## src/rtl/ula_serial_seq_pkg.sv

```systemverilog
// ============================================================================
// ula_serial_seq_pkg
// Shared FSM state encoding and ALU control codes for the bit-serial ALU.
// Revision: 1.0
// ============================================================================
`default_nettype none

package ula_serial_seq_pkg;

    typedef enum logic [1:0] {
        ST_IDLE = 2'd0,
        ST_RUN  = 2'd1,
        ST_FIN  = 2'd2,
        ST_DONE = 2'd3
    } state_t;

    // alu_ctl = {ainvert, binvert, op[1:0]}
    localparam logic [3:0] ALU_AND = 4'b0000;
    localparam logic [3:0] ALU_OR  = 4'b0001;
    localparam logic [3:0] ALU_ADD = 4'b0010;
    localparam logic [3:0] ALU_SUB = 4'b0110;
    localparam logic [3:0] ALU_SLT = 4'b0111;
    localparam logic [3:0] ALU_NOR = 4'b1100;

    localparam logic [1:0] OP_AND  = 2'b00;
    localparam logic [1:0] OP_OR   = 2'b01;
    localparam logic [1:0] OP_SUM  = 2'b10;
    localparam logic [1:0] OP_LESS = 2'b11;

endpackage

`default_nettype wire

```

## src/rtl/ula_serial_seq_ctl_decode.sv

```systemverilog
// ============================================================================
// ula_ctl_decode
// Splits the 4-bit ALU control word into slice controls and operation class.
// Revision: 1.0
// ============================================================================
`default_nettype none

module ula_ctl_decode
    import ula_serial_seq_pkg::*;
(
    input  logic [3:0] alu_ctl_i,
    output logic       ainvert_o,
    output logic       binvert_o,
    output logic [1:0] op_o,
    output logic       is_slt_o,
    output logic       is_arith_o
);

    assign ainvert_o  = alu_ctl_i[3];
    assign binvert_o  = alu_ctl_i[2];
    assign op_o       = alu_ctl_i[1:0];
    assign is_slt_o   = (alu_ctl_i[1:0] == OP_LESS);
    assign is_arith_o = (alu_ctl_i[1:0] == OP_SUM);

endmodule

`default_nettype wire

```

## src/rtl/ula_serial_seq.sv

```systemverilog
// ============================================================================
// ula_serial_seq
// Bit-serial WIDTH-bit ALU sequencer driving one external 1-bit ALU slice.
// Revision: 1.0
// ============================================================================
`default_nettype none

module ula_serial_seq
    import ula_serial_seq_pkg::*;
#(
    parameter int WIDTH = 32
) (
    input  logic             clk,
    input  logic             reset,
    input  logic             start,
    input  logic [3:0]       alu_ctl,
    input  logic [WIDTH-1:0] a,
    input  logic [WIDTH-1:0] b,
    output logic             busy,
    output logic             done,
    output logic [WIDTH-1:0] result,
    output logic             zero,
    output logic             overflow,
    output logic             slice_a,
    output logic             slice_b,
    output logic             slice_less,
    output logic             slice_cin,
    output logic             slice_ainvert,
    output logic             slice_binvert,
    output logic [1:0]       slice_op,
    input  logic             slice_result,
    input  logic             slice_cout,
    input  logic             slice_set,
    input  logic             slice_overflow
);

    localparam int               CNT_W    = (WIDTH > 1) ? $clog2(WIDTH) : 1;
    localparam logic [CNT_W-1:0] CNT_LAST = CNT_W'(WIDTH - 1);

    state_t             state_q, state_d;
    logic [CNT_W-1:0]   cnt_q, cnt_d;
    logic               carry_q, carry_d;
    logic [WIDTH-1:0]   a_q, a_d;
    logic [WIDTH-1:0]   b_q, b_d;
    logic [3:0]         ctl_q, ctl_d;
    logic [WIDTH-1:0]   result_q, result_d;
    logic               set_q, set_d;
    logic               ovf_q, ovf_d;
    logic               zero_q, zero_d;
    logic               overflow_q, overflow_d;

    logic               w_ainvert;
    logic               w_binvert;
    logic [1:0]         w_op;
    logic               w_is_slt;
    logic               w_is_arith;
    logic               w_run;
    logic [WIDTH-1:0]   w_slt_word;
    logic [WIDTH-1:0]   w_final;

    ula_ctl_decode u_decode (
        .alu_ctl_i  (ctl_q),
        .ainvert_o  (w_ainvert),
        .binvert_o  (w_binvert),
        .op_o       (w_op),
        .is_slt_o   (w_is_slt),
        .is_arith_o (w_is_arith)
    );

    always_comb begin
        w_slt_word    = '0;
        w_slt_word[0] = set_q;
    end

    // SLT replaces the serially built word with the sign of a-b.
    assign w_final = w_is_slt ? w_slt_word : result_q;

    always_comb begin
        state_d    = state_q;
        cnt_d      = cnt_q;
        carry_d    = carry_q;
        a_d        = a_q;
        b_d        = b_q;
        ctl_d      = ctl_q;
        result_d   = result_q;
        set_d      = set_q;
        ovf_d      = ovf_q;
        zero_d     = zero_q;
        overflow_d = overflow_q;
        unique case (state_q)
            ST_IDLE: begin
                if (start) begin
                    a_d      = a;
                    b_d      = b;
                    ctl_d    = alu_ctl;
                    result_d = '0;
                    cnt_d    = '0;
                    // binvert doubles as the +1 of two's-complement subtract
                    carry_d  = alu_ctl[2];
                    state_d  = ST_RUN;
                end
            end
            ST_RUN: begin
                result_d[cnt_q] = slice_result;
                carry_d         = slice_cout;
                cnt_d           = cnt_q + CNT_W'(1);
                if (cnt_q == CNT_LAST) begin
                    set_d   = slice_set;
                    ovf_d   = slice_overflow;
                    state_d = ST_FIN;
                end
            end
            ST_FIN: begin
                result_d   = w_final;
                overflow_d = w_is_arith & ovf_q;
                zero_d     = (w_final == '0);
                state_d    = ST_DONE;
            end
            ST_DONE: begin
                state_d = ST_IDLE;
            end
            default: begin
                state_d = ST_IDLE;
            end
        endcase
    end

    always_ff @(posedge clk) begin
        if (reset) begin
            state_q    <= ST_IDLE;
            cnt_q      <= '0;
            carry_q    <= 1'b0;
            a_q        <= '0;
            b_q        <= '0;
            ctl_q      <= '0;
            result_q   <= '0;
            set_q      <= 1'b0;
            ovf_q      <= 1'b0;
            zero_q     <= 1'b0;
            overflow_q <= 1'b0;
        end else begin
            state_q    <= state_d;
            cnt_q      <= cnt_d;
            carry_q    <= carry_d;
            a_q        <= a_d;
            b_q        <= b_d;
            ctl_q      <= ctl_d;
            result_q   <= result_d;
            set_q      <= set_d;
            ovf_q      <= ovf_d;
            zero_q     <= zero_d;
            overflow_q <= overflow_d;
        end
    end

    assign w_run    = (state_q == ST_RUN);
    assign busy     = w_run || (state_q == ST_FIN);
    assign done     = (state_q == ST_DONE);
    assign result   = result_q;
    assign zero     = zero_q;
    assign overflow = overflow_q;

    assign slice_a       = w_run & a_q[cnt_q];
    assign slice_b       = w_run & b_q[cnt_q];
    assign slice_cin     = w_run & carry_q;
    assign slice_less    = 1'b0;
    assign slice_ainvert = w_run & w_ainvert;
    assign slice_binvert = w_run & w_binvert;
    assign slice_op      = w_run ? w_op : 2'b00;

endmodule

`default_nettype wire

```

## config.mk

```make
export PLATFORM = sky130hd
export DESIGN_NAME = ula_serial_seq
export DESIGN_NICKNAME = d
export VERILOG_FILES = /design/src/rtl/ula_serial_seq_pkg.sv /design/src/rtl/ula_serial_seq_ctl_decode.sv /design/src/rtl/ula_serial_seq.sv
export SDC_FILE = /design/constraint.sdc
export NUM_CORES = 1
export LEC_CHECK = 0
export CAP_MARGIN = 20
export CORE_UTILIZATION = 51
export DETAILED_ROUTE_END_ITERATION = 6
export PLACE_DENSITY = 0.9
export SLEW_MARGIN = 0
export SYNTH_ARGS = -nofsm -noshare
export SYNTH_HDL_FRONTEND = slang
export SYNTH_SLANG_ARGS = --single-unit
export TNS_END_PERCENT = 20
```

## constraint.sdc

```tcl
create_clock -name clk -period 2.3 [get_ports clk]
set_input_delay 0.23 -clock clk [delete_from_list [all_inputs] [get_ports clk]]
set_output_delay 0.23 -clock clk [all_outputs]
set_load 0.005 [all_outputs]
```

== Yosys cells after proc, flatten, opt, wreduce, memory -nomap -nowiden ==
Index checks and enable logic that the tools add are counted.
Storage, ports and cells
  output and inout port bits: 44
  register bits after elaboration: 112
  logic and storage cells: 57
Cells by class
  equality and inequality tests: 8
  reduce and logical (&&, ||, !) cells: 11
  mux-type cells: 18
  order comparisons: 2
  add/sub/neg operators: 1
  bitwise logic cells: 6
Operator list (count)
  one-hot mux 32 bit (3 select lines): 1
  2-to-1 mux 32 bit: 2
  bitwise mux 32 bit: 1
  logical NOT 32 bit: 1
  binary-select mux 1 bit (select 5 bit): 2
  one-hot mux 5 bit (2 select lines): 1
  AND reduction 2 bit: 5
  == test 2 bit (second input constant): 4
  one-hot mux 2 bit (4 select lines): 1
  bitwise AND 1 bit: 6
  < comparator 5 x 6 -> 1 bit (second input constant): 1
  2-to-1 mux 2 bit: 3
  adder 5 x 1 -> 5 bit (second input constant): 1
  demux 1 bit (select 5 bit): 1
  == test 5 bit (second input constant): 1
  greater-or-equal comparator 5 x 1 -> 1 bit (second input constant): 1
  2-to-1 mux 5 bit: 1
  2-to-1 mux 1 bit: 4
  nonzero test 3 bit: 1
  == test 2 x 1 -> 1 bit (second input constant): 1
  logical NOT 2 bit: 1
  inequality test 2 x 1 -> 1 bit (second input constant): 1
  inequality test 2 bit (second input constant): 1
  one-hot mux 1 bit (2 select lines): 1
  other kinds (3): 3

== Logic depth before layout (Yosys ltp) ==
  depth in word-level cells: 6
  mapped depth: 10
  mapped depth without buffers: 7

== Hierarchy ==
Synthesis repeated with hierarchy kept, for this count alone.
Unflattened totals
  cell total of the unflattened synthesis: 685
  area total of the unflattened synthesis: 5605.4 um^2
Modules (own cells, without submodules)
  ula_serial_seq: cells an instance 679, seq. area each 2242.2 um^2, times used 1, area each 5559.1 um^2
  ula_ctl_decode: cells an instance 6, seq. area each 0.0 um^2, times used 1, area each 46.3 um^2

== Worst setup path after synthesis ==
No wires, ideal clock.
  path kind: reg2reg
  from: register cnt_q[1]
  to: register result_q[25] (netlist: result[25])
  stages on the path, launching flop included: 11
  data required time: 2.180 ns
  library setup time: 0.120 ns
  arrival: 1.819 ns
  slack: 0.362 ns
  path through: dfxtp_1 -> buf_6 -> buf_8 -> buf_2 -> inv_1 -> ha_1 -> clkbuf_1 -> clkbuf_1 -> a21oi_1 -> o211ai_1 -> nand2_1
Between the ends
  longest elaborated chain between the ends: 6
  elaborated cells on any way between the ends: 7
  those cells by class: order compare (2); mux (4); reduce/logical (1)
RTL lines
  start: declaration: line ula_serial_seq.sv:41  | logic [CNT_W-1:0] cnt_q, cnt_d;
  start signal: assignment: line ula_serial_seq.sv:143  | cnt_q <= cnt_d;
  < comparator 5 x 6 -> 1 bit (not written as such) or greater-or-equal comparator 5 x 1 -> 1 bit (tied branches): line ula_serial_seq.sv:104  | result_d[cnt_q] = slice_result;
  logical AND 1 bit (not written as such): line ula_serial_seq.sv:104
  2-to-1 mux 1 bit (not written as such): line ula_serial_seq.sv:104
  demux 1 bit (select 5 bit) (*): line ula_serial_seq.sv:104
  bitwise mux 32 bit (*): line ula_serial_seq.sv:104
  one-hot mux 32 bit (3 select lines) (*): line ula_serial_seq.sv:90  | unique case (state_q)
  end signal: assignment: line ula_serial_seq.sv:148  | result_q <= result_d;
  end: declaration: line ula_serial_seq.sv:46  | logic [WIDTH-1:0] result_q, result_d;
Mark *: on every way between the ends. The rest lies on a longest branch, timed or not.
A chain may end at the register's enable or synchronous reset.

== Final worst setup path ==
  from: register cnt_q[1]
  to: output port slice_b
Between the ends
  longest elaborated chain between the ends: 3
RTL lines
  binary-select mux 1 bit (select 5 bit): line ula_serial_seq.sv:164  | assign slice_b = w_run & b_q[cnt_q];
  2-to-1 mux 1 bit (not written as such): line ula_serial_seq.sv:164
  bitwise AND 1 bit: line ula_serial_seq.sv:164
  end: declaration: line ula_serial_seq.sv:25  | output logic slice_b,
Every way passes these cells. The select of a mux whose other input is x is not followed.

==> results.cfg <==
[cts]
cts_root_buffer = clkbuf_8
cts_buffers = 9
cts.sinks = 112
cts_tree = built
clk_latency_ns = 0.39
clock_path_buffers = 2
cts.clk_slew.worst_paths_ns = 0.12
hold_buffers = 0
h-tree-depth = 3

[synthesis]
syn_inst = 692
async_flop_share_pct = 0
ys_warn_count = 0
synth-main-ff-cell = dfxtp_1
synth_largest_area_cell = dfxtp_1
synthesis.nets = 779
synthTopCellsByArea = dfxtp_1 (41%), nand2_1 (12%), a21oi_1 (10%), mux2i_1 (4.7%), a32oi_1 (3.6%)
synth_edf_count = 0
synth_cell_types = 53
ys_seq_elements = 112
syn_area_um2 = 5530
synth-seq-area-share_pct = 40.5
avgSynthCellArea_um2 = 7.99
synth_top_area_share_pct = 40.5

[detailed_routing]
dr.first_iter.drc_count = 455
wl_per_cell_um = 16.7
drtPass1Iterations = 6
ant_nets = 0
wirelength_um = 15500
drc_errors = 0
via_per_inst = 6.11
vias = 5674

[final_layout]
multi_input_area_um2 = 3010
area_growth_pct = 27.6
postLayoutCoreUtil_pct = 67.7
final_cell_area_um2 = 7060
num-fill-cells = 804
stdcell_count = 928
regArea_um2 = 2250
nets = 873
final_layout_size_suffix_gt1_share_pct = 8.47

[job]
drv_cap = 0

[sta]
rsz0062_at_grt = true
finalClockSkew_ns = 0.0131
slew_headroom_pct = 38.6
hold_viol = 0
tightest_slew_ns = 0.920
finalSetupViolations = 0
fin_crit_sh_pct = 97.6
maxSlewViolCount = 0
max_freq_ghz = 0.446
fin_crit_ns = 2.24

[place]
port_buffers = 117
gp_congestion = 0.888
post_dp_cell_area_um2 = 6810
dp.cells = 908
dp_hpwl_um = 10700

[setup_path]
cpMaxStageDelayCell = mux4_2
worstSetupPathType = reg -> out
cpPeakStageDelay_ns = 0.49
crit_fanout = 2
r2r_cells = 7
cp_data_arrival_time_ns = 2.01
crit_required_ns = 2.07
path_buf_inv = 2
crit_path_start_kind = register
crit_path_end_kind = output port
cp_top_family = multiplexers
crit_cells = 6
cp_cell_sequence = buf_4 > mux4_2 > mux2_4 > nand3_1 > nand4_1 > buf_2

[global_route]
grt_pass1_vias = 5326
track_usage_pct = 27.3
grt.overflow.total = 0
grt_first_pass_wirelength_um = 24700
grt_max_degree = 93
antenna_found_initial = 1

[floorplan]
core_area_um2 = 10400
dieArea_um2 = 11300
start_util_pct = 53.1
die_w_um = 106
die_h_um = 106
ios = 119
row_count = 37

[power]
power_density_nw_per_um2 = 854
p_int_mw = 3.55
switchingPower_mw = 2.47
clkPwrFrac_pct = 19.4
p_leak_nw = 2.59
p_comb_share_pct = 41.3
peakVddDrop_mv = 0.488
swShare_pct = 41.0
power_frac_seq_pct = 39.2

[min_path]
hold_depth = 3
hold_path_class = in -> reg

[outcome]
outcome = finished, final reports clean
area by class of cell:
cell class,instances,share of cell area [%]
diodes,1,0.0355
clock buffers,10,1.81
clock inverters,6,0.887
inverters,8,0.426
multi-input cells,511,42.7
flip-flops and latches,112,31.9
well taps,136,2.41
repair buffers,144,19.8
worst paths after layout:
kind | startpoint | end | slack (ns)
setup / recovery | cnt_q[1] | slice_b | 0.06
hold / removal | a[16] | a_q[16] | 0.37
setup reg to reg | state_q[0] | result[15] | 0.11
hold reg to reg | b_q[29] | b_q[29] | 0.46
flip-flops by register name, indices dropped and copies added (netlist names):
name and cells:
ctl_q 4, zero 1, carry_q 1, overflow 1, ovf_q 1, b_q 32, result 32, a_q 32
cnt_q 5, state_q 2, set_q 1
stage by stage:
stage / setup TNS (ns) / total power, mW / worst slack [ns] / hold slack, ns
2_1_floorplan: 0 / 3.96 / 0.362 / 0.366
3_3_place_gp: 0 / 4.66 / 0.146 / 0.439
3_5_place_dp: -0.0833 / 4.78 / -0.0173 / 0.446
4_1_cts: -0.0336 / 5.92 / -0.0196 / 0.373
5_1_grt: -0.0161 / 6.33 / -0.0161 / 0.377
6_report: 0 / 6.03 / 0.0558 / 0.373
power groups by stage:
| stage | Clock, mW | Sequential [mW] | Combinational (mW) |
|---|---|---|---|
| 6_report | 1.17 | 2.37 | 2.49 |
| 3_5_place_dp | 0 | 2.40 | 2.38 |
| 3_3_place_gp | 0 | 2.38 | 2.28 |
| 4_1_cts | 1.16 | 2.36 | 2.40 |
| 2_1_floorplan | 0 | 2.35 | 1.61 |
| 5_1_grt | 1.24 | 2.40 | 2.69 |
what timing repair did:
action                                  4_1_cts  5_1_grt
hold endpoints to repair                      0        0
setup buffers                                 2        0
endpoints found under the setup margin       24        4
pin swaps                                     2        0
gates resized for setup                      11        4
cells by family (layout without fill, tap and decap cells):
| kind of cell | after synthesis | count (layout) | share of synthesized area, % |
|---|---|---|---|
| muxes | 32 | 32 | 6.81 |
| other | 1 | 2 | 0.0678 |
| buffers and inverters | 69 | 168 | 5.45 |
| DFF | 112 | 112 | 40.5 |
| adders and majority gates | 12 | 12 | 2.71 |
| AOI/OAI and AO/OA | 202 | 202 | 22.3 |
| and+or+nand+nor | 264 | 264 | 22.1 |
synth_stat cells, types with 2 or more instances:
| master | n |
|---|---|
| a32o_1 | 2 |
| and3b_1 | 3 |
| a211oi_1 | 3 |
| buf_6 | 2 |
| nand3b_1 | 2 |
| nand2_1 | 179 |
| dfxtp_1 | 112 |
| nor2_1 | 12 |
| a22oi_1 | 10 |
| ha_1 | 12 |
| nor4_1 | 8 |
| a31oi_1 | 2 |
| a32oi_1 | 23 |
| mux2i_1 | 26 |
| nand4b_1 | 2 |
| buf_1 | 6 |
| buf_2 | 10 |
| o211ai_1 | 21 |
| o21ai_0 | 12 |
| nor3b_2 | 2 |
| o31ai_1 | 2 |
| nand3_1 | 13 |
| a311oi_1 | 3 |
| clkbuf_1 | 41 |
| inv_1 | 7 |
| and2_1 | 8 |
| nand2b_1 | 4 |
| a221oi_1 | 2 |
| nor3_1 | 7 |
| nor2b_1 | 6 |
| nand4_1 | 6 |
| nor4_4 | 2 |
| nor3b_1 | 2 |
| mux4_2 | 4 |
| a21oi_1 | 116 |
| and3_1 | 3 |
worst min-delay path: stages:
cell and delay (ns):
clkdlybuf4s50_1 0.40, nand2_1 0.05, a21oi_1 0.05
layout by cell type, fill, tap and decap left out, drive strengths merged, types with 14 or more instances in the layout:
master         count
a21oi            116
a32oi             23
buf               29
clkdlybuf4s50    114
dfxtp            112
mux2i             26
nand2            179
nand3             14
o211ai            21
metal layers:
layer | part of all wire, % | track usage (%)
met5 | 0 | 0
met4 | 2.7 | 10.9
met3 | 7.6 | 4.84
met2 | 50 | 47.5
met1 | 40 | 33.1
(Power assumes the default switching activity.)
==> patch 1: new RTL, same flow settings <==
Change the parameter `WIDTH` from 32 to 16.
--- a/src/rtl/ula_serial_seq.sv
+++ b/src/rtl/ula_serial_seq.sv
@@ -10,3 +10,3 @@
 #(
-    parameter int WIDTH = 32
+    parameter int WIDTH = 16
 ) (
Ports: changed (resized a, b and result); port bits go from 119 to 71. The function was not compared with the original's and may differ.
==> patch 1 against the unedited design <==
Sequential cell count is 49 lower. Sequential power is 42% lower. Area after synthesis is 42% lower. Worst setup slack worse by 0.032 ns. Total power decreased by 34%. Critical path type unchanged. First-iteration DRC count is 40% lower. Wire length decreased by 48%. Cell area decreased by 41%.
==> patch 1: results (changes against the unedited design) <==
status: "finished clean"
synth_fp_nets: 449  # -42%
ys_types: 50  # -5.7%
num_vias: 3098  # -45%
ys_seq_area_frac: 0.394  # -0.0116
holdPathEnd: "result[14]"
grt_pass1_vias: 2757  # -48%
fin_skew_ns: 0.00886  # -0.00425 ns
path_max_fanout: 6  # +4
ys_top_cells_by_count: "nand2_1, dfxtp_1, a21oi_1"
wire_per_inst_um: 14.9  # -11%
gp_routability_congestion: 0.861  # -3.0%
final_cell_area_sq_um: 4160  # -41%
met2RoutedLength_mm: 3.99  # -49%
first_pass_iters: 5  # -1
min_from: "reset"
leakagePower_nw: 1.55  # -40%
reg2regPathDepth: 6  # -1
dpl_cell_area_sq_um: 3950  # -42%
met3WireLength_um: 504  # -57%
io_buffers: 69  # -41%
drtIter0Drc: 273  # -40%
fill_cells: 470  # -42%
dp_slack_ns: 0.175  # +0.192 ns
path_clk_slew_ns: 0.07  # -0.05 ns
worst_hold_slack_ns: 0.248  # -0.125 ns
nets: 514  # -41%
maxSlewHeadroom: 0.601  # +0.215
ir_drop_v: 0.000699  # +43%
grt_pass1_wl_mm: 13.0  # -47%
grt_max_degree: 55  # -41%
## patch 1: timing repair
| action | in CTS | in global routing |
|---|---|---|
| setup buffers | 1 | 0 |
| endpoints found under the setup margin | 2 | 3 |
| gates resized for setup | 5 | 8 |
| pin swaps | 0 | 1 |
## patch 1: stage by stage
| stage | power, mW | instances |
|---|---|---|
| floorplan | 2.57 | 396 |
| global placement | 3.02 | 524 |
| detailed placement | 3.08 | 524 |
| CTS | 3.94 | 540 |
| global route | 4.22 | 540 |
| finish | 3.98 | 540 |
## patch 1: routing by layer
layer / vias to the layer above / global-route usage
met4: 0 / 0.104
met5: - / 0
met3: 26 / 0.0787
met1: 1434 / 0.306
met2: 138 / 0.452
li1: 1500 / -
## patch 1: worst max-delay path: stages (launching register included)
cell	delay [ns]
dfxtp_2	0.36
inv_1	0.09
ha_2	0.21
and3_2	0.28
a32oi_2	0.20
o21ai_2	0.09
clkdlybuf4s50_1	0.46
## patch 1: power breakdown
group	switching [mW]	leakage (nW)	total, mW	internal [mW]
logic	1.03	0.961	1.75	0.716
clock network	0.441	0.0785	0.854	0.413
registers	0.114	0.515	1.38	1.27
## patch 1: cell families (layout without fill, tap and decap cells)
family | count (synthesis) | after routing
adder cells (fa/ha/maj) | 10 | 10
AO/OA/AOI/OAI | 110 | 110
flip-flops | 63 | 63
other | 1 | 1
AND/OR/NAND/NOR | 159 | 159
buffers and inverters | 41 | 110
multiplexers | 12 | 12
## patch 1: cell type report
class,instances,area share
Inverter,13,0.0117
Tap cell,75,0.0226
Clock buffer,12,0.0349
Sequential cell,63,0.305
Timing Repair Buffer,82,0.192
Multi-Input combinational cell,292,0.429
Clock inverter,3,0.00482
## patch 1: worst max path at each step
stage	end	slack (ns)	start	depth (start not counted)
finish	slice_b	0.02	state_q[1]	6
floorplan	result[8]	0.51	state_q[0]	7
global placement	slice_a	0.21	cnt_q[0]	4
global route	slice_b	-0.05	state_q[1]	7
detailed placement	slice_a	0.17	cnt_q[0]	4
CTS	slice_b	0.02	state_q[1]	6
==> patch 2: new RTL, same settings <==
Without the edit above. Put a register stage on the output `done`. The value now appears one clock later. The other outputs are not delayed to match.
--- a/src/rtl/ula_serial_seq.sv
+++ b/src/rtl/ula_serial_seq.sv
@@ -157,3 +157,5 @@
     assign busy     = w_run || (state_q == ST_FIN);
-    assign done     = (state_q == ST_DONE);
+    always_ff @(posedge clk) begin
+        done <= (state_q == ST_DONE);
+    end
     assign result   = result_q;
Function: same outputs for any inputs over 10 cycles, from zero or initial values and one cycle with reset high; that may be too few to reach the edited logic, so the function may still have changed.
==> patch 2 against the unedited design <==
The flow now finishes with violations (design-rule violations, negative setup slack). Clock skew shrank 0.0061 ns. Total power increased by 27%. Cell area grew 6.3%. Wire length up 15%. Sequential cell count increased by 1. Global-route usage increased by 4.5 points. Worst setup slack got worse by 0.13 ns. Worst hold slack worse by 0.29 ns. Area after synthesis rose by 0.38%. Synthesized cell count rose by 0.29%. Critical endpoint is now slice_a. Highest routed layer unchanged.
==> patch 2: results (changes against the unedited design) <==
gp_routability_congestion: 0.869  # -2.1%
antennaDiodeCount: 0  # -1
ir_drop_v: 0.000564  # +16%
status: "complete, but fails checks"
worst_slack_ns: -0.0698  # -0.126 ns
drive_above_1_share: 0.110  # +0.0254
numCtsBuffers: 17  # +8
violations: "design-rule violations, negative setup slack"
drtIter0Drc: 713  # +57%
drc_errors: 2  # +2
hold_depth: 2  # -1
maxSlewHeadroom: 0.476  # +0.0894
num_vias: 6003  # +5.8%
crit_end: "slice_a"
antenna_found_initial: 0  # -1
synth_fp_nets: 781  # +0.26%
grt_max_degree: 80  # -14%
path_max_fanout: 4  # +2
leakagePower_nw: 2.81  # +8.5%
sw_frac_of_total: 0.380  # -0.0305
grt_pass1_vias: 5888  # +11%
dp_slack_ns: 0.173  # +0.190 ns
netlist_top_cells_area: "dfxtp_1, nand2_1, a21oi_1, mux2i_1, a32oi_1"
h-tree-depth: 4  # +1
finalSetupViolCount: 2  # +2
clk_latency_ns: 0.53  # +0.14 ns
p_comb_frac: 0.340  # -0.073
ys_seq_area_frac: 0.407  # +0.00205
first_pass_iters: 7  # +1
seqPwrFrac: 0.316  # -0.076
[patch 2: kinds of logic after synthesis]
| family | count (synthesis) | synth area share |
|---|---|---|
| compound gates | 204 | 0.224 |
| fa+ha+maj | 12 | 0.0270 |
| buf+inv | 69 | 0.0545 |
| flops | 113 | 0.407 |
| mux | 32 | 0.0678 |
| other cells | 1 | 0.000675 |
| simple gates | 263 | 0.219 |
[patch 2: cell type report]
| class | instances | area, sq um |
|---|---|---|
| multi-input combinational | 512 | 3030 |
| fill | 746 | 2960 |
| sequential | 113 | 2270 |
| timing repair buffer | 143 | 1410 |
| clock buffer | 17 | 414 |
| clock inverter | 15 | 173 |
| tap | 136 | 170 |
| inverter | 8 | 32.5 |
[patch 2: repair_timing]
action	4_1_cts	5_1_grt
gates resized for setup	23	6
hold buffers	0	0
buffers inserted	2	0
setup endpoints to repair	7	4
pin swaps	4	0
[patch 2: per-stage QoR]
stage | total power, mW | hold WS (ns) | area (sq um) | std cells | TNS [ns]
final | 7.65 | 0.0800 | 7500 | 944 | -0.126
after detailed placement | 4.78 | 0.447 | 6830 | 910 | 0
after global routing | 7.94 | 0.0852 | 7500 | 944 | -0.156
after floorplan | 3.98 | 0.366 | 5550 | 694 | 0
after CTS | 7.49 | 0.0609 | 7480 | 944 | -0.0461
after global placement | 4.67 | 0.441 | 6830 | 910 | 0
[patch 2: metal layers]
layer  track usage  routed length [um]
met4         0.207                 805
met2         0.539                8870
met3        0.0705                1610
met5             0                   0
met1         0.358                6490
[patch 2: worst reg2reg max path, stage by stage, from the launching register on]
cell,delay [ns]
dfxtp_2,0.35
inv_1,0.10
ha_1,0.28
nor2b_1,0.57
buf_4,0.27
nor3b_1,0.06
o21ai_0,0.23
a21oi_1,0.11
